**src/rtl/uart_rx_ctrl.sv**
```systemverilog
// UART receive sequencer: start detection, oversampling edge/bit counters,
// checker/deserializer enables and registered frame-outcome pulses.
module uart_rx_ctrl #(
    parameter int unsigned DATA_WIDTH = 8,
    parameter int unsigned PRESCALE_W = 6
) (
    input  logic                  CLK,
    input  logic                  RST,
    input  logic                  RX_IN,
    input  logic [PRESCALE_W-1:0] Prescale,
    input  logic                  PAR_EN,
    input  logic                  strt_glitch,
    input  logic                  par_err,
    input  logic                  stp_err,
    output logic [PRESCALE_W-1:0] edge_cnt,
    output logic [3:0]            bit_cnt,
    output logic                  dat_samp_en,
    output logic                  strt_chk_en,
    output logic                  deser_en,
    output logic                  par_chk_en,
    output logic                  stp_chk_en,
    output logic                  data_valid,
    output logic                  Parity_Error,
    output logic                  Stop_Error
);

    typedef enum logic [2:0] {StIdle, StStart, StData, StParity, StStop} state_e;

    state_e                  r_state, w_state_d;
    logic [PRESCALE_W-1:0]   r_edge_cnt, w_edge_d;
    logic [3:0]              r_bit_cnt, w_bit_d;
    logic [PRESCALE_W-1:0]   r_prescale, w_prescale_d;
    logic                    r_par_en, w_par_en_d;
    logic                    r_data_valid, w_data_valid_d;
    logic                    r_par_err, w_par_err_d;
    logic                    r_stp_err, w_stp_err_d;
    logic                    w_last_edge;

    assign w_last_edge = (r_edge_cnt == r_prescale - PRESCALE_W'(1));

    always_comb begin
        w_state_d      = r_state;
        w_edge_d       = r_edge_cnt;
        w_bit_d        = r_bit_cnt;
        w_prescale_d   = r_prescale;
        w_par_en_d     = r_par_en;
        w_data_valid_d = 1'b0;
        w_par_err_d    = 1'b0;
        w_stp_err_d    = 1'b0;
        strt_chk_en    = 1'b0;
        deser_en       = 1'b0;
        par_chk_en     = 1'b0;
        stp_chk_en     = 1'b0;

        if (r_state != StIdle) begin
            if (w_last_edge) begin
                w_edge_d = '0;
                w_bit_d  = r_bit_cnt + 4'd1;
            end else begin
                w_edge_d = r_edge_cnt + PRESCALE_W'(1);
            end
        end

        case (r_state)
            StIdle: begin
                w_edge_d = '0;
                w_bit_d  = '0;
                // The detection cycle itself is edge 0 of the start bit.
                if (!RX_IN) begin
                    w_state_d    = StStart;
                    w_edge_d     = PRESCALE_W'(1);
                    w_prescale_d = Prescale;
                    w_par_en_d   = PAR_EN;
                end
            end
            StStart: begin
                if (w_last_edge) begin
                    strt_chk_en = 1'b1;
                    if (strt_glitch) begin
                        w_state_d = StIdle;
                        w_edge_d  = '0;
                        w_bit_d   = '0;
                    end else begin
                        w_state_d = StData;
                    end
                end
            end
            StData: begin
                if (w_last_edge) begin
                    deser_en = 1'b1;
                    if (r_bit_cnt == 4'(DATA_WIDTH)) begin
                        w_state_d = r_par_en ? StParity : StStop;
                    end
                end
            end
            StParity: begin
                if (w_last_edge) begin
                    par_chk_en = 1'b1;
                    if (par_err) begin
                        w_state_d   = StIdle;
                        w_edge_d    = '0;
                        w_bit_d     = '0;
                        w_par_err_d = 1'b1;
                    end else begin
                        w_state_d = StStop;
                    end
                end
            end
            StStop: begin
                if (w_last_edge) begin
                    stp_chk_en     = 1'b1;
                    w_state_d      = StIdle;
                    w_edge_d       = '0;
                    w_bit_d        = '0;
                    w_stp_err_d    = stp_err;
                    w_data_valid_d = !stp_err;
                end
            end
            default: begin
                w_state_d = StIdle;
                w_edge_d  = '0;
                w_bit_d   = '0;
            end
        endcase
    end

    always_ff @(posedge CLK) begin
        if (RST) begin
            r_state      <= StIdle;
            r_edge_cnt   <= '0;
            r_bit_cnt    <= '0;
            r_prescale   <= '0;
            r_par_en     <= 1'b0;
            r_data_valid <= 1'b0;
            r_par_err    <= 1'b0;
            r_stp_err    <= 1'b0;
        end else begin
            r_state      <= w_state_d;
            r_edge_cnt   <= w_edge_d;
            r_bit_cnt    <= w_bit_d;
            r_prescale   <= w_prescale_d;
            r_par_en     <= w_par_en_d;
            r_data_valid <= w_data_valid_d;
            r_par_err    <= w_par_err_d;
            r_stp_err    <= w_stp_err_d;
        end
    end

    assign edge_cnt     = r_edge_cnt;
    assign bit_cnt      = r_bit_cnt;
    assign dat_samp_en  = (r_state != StIdle);
    assign data_valid   = r_data_valid;
    assign Parity_Error = r_par_err;
    assign Stop_Error   = r_stp_err;

endmodule

```
**config.mk**
```make
export PLATFORM = sky130hd
export DESIGN_NAME = uart_rx_ctrl
export DESIGN_NICKNAME = d
export VERILOG_FILES = /design/src/rtl/uart_rx_ctrl.sv
export SDC_FILE = /design/constraint.sdc
export NUM_CORES = 1
export LEC_CHECK = 0
export CAP_MARGIN = 40
export CORE_MARGIN = 2
export CORE_UTILIZATION = 46
export CTS_BUF_LIST = sky130_fd_sc_hd__clkbuf_16
export CTS_CLUSTER_SIZE = 10
export DETAILED_ROUTE_END_ITERATION = 7
export PLACE_DENSITY = 0.75
export SLEW_MARGIN = 20
export SYNTH_ARGS = -nofsm -noshare
export SYNTH_HDL_FRONTEND = slang
export SYNTH_SLANG_ARGS = --single-unit
```
**constraint.sdc**
```tcl
create_clock -name CLK -period 7.5 [get_ports CLK]
set_clock_uncertainty 0.1 [all_clocks]
set_input_delay 2.25 -clock CLK [delete_from_list [all_inputs] [get_ports CLK]]
set_output_delay 2.25 -clock CLK [all_outputs]
set_load 0.05 [all_outputs]
```
# Yosys cells after proc, flatten, opt, wreduce, memory -nomap -nowiden
# Cells that the tools add are included.
[op_classes]
n_addsub = 3
eq_ne = 12
muxes = 33
bitwise_logic = 4
reduce_logical = 7
[op_table]
columns = ["op", "count"]
rows = [
  ["$mux W6", 7],
  ["$pmux W6 S5", 1],
  ["$mux W4", 7],
  ["$mux W3", 8],
  ["$pmux W4 S4", 1],
  ["$pmux W3 S5", 1],
  ["$ne A2 B2 Y1 const B", 6],
  ["$mux W1", 7],
  ["$add A6 B1 Y6 const B", 1],
  ["$eq A3 B2 Y1 const B", 2],
  ["$eq A6 B6 Y1", 1],
  ["$reduce_and A6 Y1", 1],
  ["$reduce_or A3 Y1", 2],
  ["$sub A6 B1 Y6 const B", 1],
  ["$add A4 B1 Y4 const B", 1],
  ["$eq A4 B4 Y1 const B", 1],
  ["$not A1 Y1", 4],
  ["$eq A3 B1 Y1 const B", 1],
  ["$eq A3 B3 Y1 const B", 1],
  ["$logic_not A3 Y1", 1],
  ["$reduce_bool A3 Y1", 1],
  ["$mux W2", 1],
  ["$reduce_and A2 Y1", 1],
  ["$logic_not A1 Y1", 1],
]
[word_totals]
ff_bits = 23
input_bits = 13
out_inout_bits = 18
word_cells = 67

# Logic depth before layout (Yosys ltp)
[logic_depth]
word_depth = 7
ltp_mapped = 13
depth_no_buf = 11

# Worst setup path before layout
# Ideal clock, no wire load.
[synth_path]
path_type = "reg2out"
start = "register r_edge_cnt[2] (netlist: edge_cnt[2])"
end = "output strt_chk_en"
arrival_ns = 2.869
required_ns = 5.150
setup_slack_ns = 2.281
stages_incl_launch_ff = 10
path_buffers = 3
cell_sequence = "dfxtp_1 -> buf_2 -> xnor2_1 -> a21o_1 -> o21ai_0 -> and2_1 -> buf_6 -> inv_2 -> clkbuf_1 -> nor3_1"
[synth_between]
elab_chain_len = 3
[synth_lines]
columns = ["element", "line", "rtl"]
rows = [
  ["from (decl)", "30", "logic [PRESCALE_W-1:0] r_edge_cnt, w_edge_d;"],
  ["from (signal assigned)", "139", "r_edge_cnt <= w_edge_d;"],
  ["$eq A6 B6 Y1", "39", "assign w_last_edge = (r_edge_cnt == r_prescale - PRESCALE_W'(1));"],
  ["$mux W1", "77", "if (w_last_edge) begin"],
  ["$mux W1", "64", "case (r_state)"],
  ["to (decl)", "18", "output logic strt_chk_en,"],
]
# No other way between the ends.

# Worst setup path after layout
[layout_path]
start = "register r_prescale[0]"
end = "output par_chk_en"
[layout_between]
elab_chain_len = 4
[layout_lines]
columns = ["element", "line", "rtl"]
rows = [
  ["from (decl)", "32", "logic [PRESCALE_W-1:0] r_prescale, w_prescale_d;"],
  ["from (signal assigned)", "141", "r_prescale <= w_prescale_d;"],
  ["$sub A6 B1 Y6", "39", ""],
  ["$eq A6 B6 Y1", "39", ""],
  ["$mux W1", "97", "if (w_last_edge) begin"],
  ["$mux W1", "64", ""],
  ["to (decl)", "20", "output logic par_chk_en,"],
]
# No other way between the ends.

==> summary.txt <==
Post-synth ARST share = 0%
Top Usage Layer GRT = met2
register area share after synthesis = 36.8%
GR Layer Usage met1 = 27.2%
Area Overhead vs Synth = 30.8%
gpl congestion = 0.883
crit-path leading delay family = buffers and inverters
crit start category = register
clock buffer depth = 2
min-delay worst type = register to register
flops & latches, synth = 23
Starting Density = 49.6%
final hold vios = 0
post-CTS setup buffer count = 0
Multi-input gate area = 721 um2
EDFF count, synth = 0
CTS tree = yes
antenna viol nets, final = 0
Remaining Overflow, GRT = 0
Syn Nets = 178
peak supply drop = 0.129 mV
Max Cap Viol = 0
antenna cells = 0
hold_ws = 370 ps
Tot GR Track Use = 20.7%
commonest non-fill, non-tap cell in the layout = clkdlybuf4s50_1
Cell Pwr Density = 178 mW/mm2
Via density = 5.63
Largest stage delay, worst path = 800 ps
sw frac = 25.0%
Crit-path slowest cell = clkdlybuf4s50_1
ys flop type = dfxtp_1
antenna violations before repair = 0
Initial DRC Count = 41
post-layout min period = 5550 ps
Fmax achieved = 0.180 GHz
DR DRC count = 0
TNS Setup = 0 ps
status = finished, final reports clean
RSZ-0062 raised after global routing = no
power share of the sequential group = 45.5%
Worst Path Required = 5150 ps
HPWL Detailed = 2.23 mm
Core ar. = 0.00252 mm2
routing usage on met3 = 3.95%
DR WL/cell = 13.7 um
H-tree depth = 1
clock tree sinks = 23
die area = 0.00315 mm2
clk_lat worst skew = 250 ps
mapped cell area = 0.00125 mm2
fin util = 64.8%
nets = 206
layout cells sized above 1 = 4.81%
synthesized instance count = 160
element type at the critical path end = output pin
WS Path Type = register to output pin
cts repair resizes = 0
Crit path arrival time = 3200 ps
post-synth cell types = 36
worst path bufs/invs = 3
Post-CTS Hold Fix Bufs = 0
PortBufs = 30
Tot Pwr = 0.000291 W
synth warn = 0
static leakage power = 0.614 nW
cell mode on critical path = and2_1
Slew Viols, Final = 0
fillcell total = 231
crit-path max FO = 13
most frequent cells in the layout = clkdlybuf4s50_1 (30), dfxtp_1 (23), nand2_1 (22)
Syn Area/Cell = 7.81 um2
Worst-path clk slew = 60 ps
Worst-Margin Slew = 617 ps
first-pass GRT wire length = 5.26 mm
total vias in the final route = 1221
fin crit share = 74.0%
die width = 56.1 um
Root Driver = clkbuf_16
Inserted Clock Buffers = 3
sequential standard cell area = 460 um2
# IOs = 31
Critical Path, Cell by Cell = inv_1, ha_1, xor2_1, nand2_1, nor4b_2, and2_1, inv_2, nor2_1, and2_1, clkdlybuf4s50_1
largest net degree at the start of global routing = 16
detailed-router iteration count before antenna repair = 4
# setup viols final = 0
Comb power frac = 15.8%
Psw = 0.0000727 W
clock network power share = 38.7%
M2 GR Usage = 33.3%
Worst slew margin = 58.5%
Cell Rows = 18
number of global-route vias before repair = 1198
final wirelength = 2.98 mm
chip height = 56.1 um
internal cell power = 0.000218 W
metal layers:
metal | vias to the layer above | share of wire, % | routed length (um)
met5 | - | 0 | 0
met4 | 0 | 2.1 | 63
met3 | 8 | 3.5 | 103
met2 | 32 | 47 | 1390
met1 | 574 | 48 | 1420
li1 | 607 | - | -
per-stage QoR:
stage	std cells	instance area (um2)	worst slack [ps]
2_1_floorplan	160	1250	2280
3_3_place_gp	213	1560	2420
3_5_place_dp	213	1560	2260
4_1_cts	217	1640	1980
5_1_grt	217	1640	1790
6_report	217	1640	1950
worst min-delay path, delay by kind of cell, from the launching register on:
kind / cells / cell delay [ps]
DFF: 1 / 320
AOI/OAI and AO/OA: 1 / 50
and+or+nand+nor: 1 / 50
final timing paths:
kind                               from                    endpoint  slack [ps]  cells past startpoint
min reg2reg  r_prescale[5]$_SDFFE_PP0P_  r_prescale[5]$_SDFFE_PP0P_         370                      2
min          r_prescale[5]$_SDFFE_PP0P_  r_prescale[5]$_SDFFE_PP0P_         370                      2
max reg2reg  r_prescale[0]$_SDFFE_PP0P_       bit_cnt[0]$_SDFF_PP0_        4590                     10
max          r_prescale[0]$_SDFFE_PP0P_                  par_chk_en        1950                     10
cells in the mapped netlist, types with 3 or more instances:
library cell | number | area, um2
a21oi_1 | 13 | 65.1
a31oi_1 | 4 | 25.0
and2_1 | 3 | 18.8
and3_1 | 4 | 25.0
clkbuf_1 | 6 | 22.5
dfxtp_1 | 23 | 460
ha_1 | 5 | 62.6
inv_1 | 7 | 26.3
nand2_1 | 22 | 82.6
nand4_1 | 4 | 25.0
nor2_1 | 18 | 67.6
nor3_1 | 3 | 15.0
o21ai_0 | 7 | 35.0
or3_1 | 3 | 18.8
xnor2_1 | 5 | 43.8
xor2_1 | 5 | 43.8
kinds of logic (layout without fill, tap and decap cells):
kind of cell | count (synthesis) | in the layout | synth area share [%]
and+or+nand+nor | 72 | 72 | 29.3
AOI/OAI and AO/OA | 34 | 34 | 16.3
DFF | 23 | 23 | 36.8
buffers and inverters | 16 | 43 | 5.51
xor gates and xnor gates | 10 | 10 | 7.01
adders and majority gates | 5 | 5 | 5.01
state kept, by name, summed over array words and instances, names as in the netlist:
name          count
r_prescale        6
Stop_Error        1
Parity_Error      1
r_par_en          1
bit_cnt           4
edge_cnt          6
data_valid        1
r_state           3
cell type report:
class / count / share of cell area, %
clock inverter: 1 / 0.230
sequential: 23 / 28.2
clock buffer: 3 / 4.59
inverter: 8 / 1.84
timing repair buffer: 31 / 18.8
multi-input combinational: 121 / 44.1
tap: 30 / 2.30
power by group through the flow:
stage / clock network (W) / registers (W) / logic [W]
floorplan: 0 / 0.000135 / 0.0000291
global placement: 0 / 0.000135 / 0.0000438
detailed placement: 0 / 0.000135 / 0.0000452
CTS: 0.000115 / 0.000132 / 0.0000458
global route: 0.000121 / 0.000133 / 0.0000511
finish: 0.000112 / 0.000132 / 0.0000460
(Power assumes the default switching activity.)
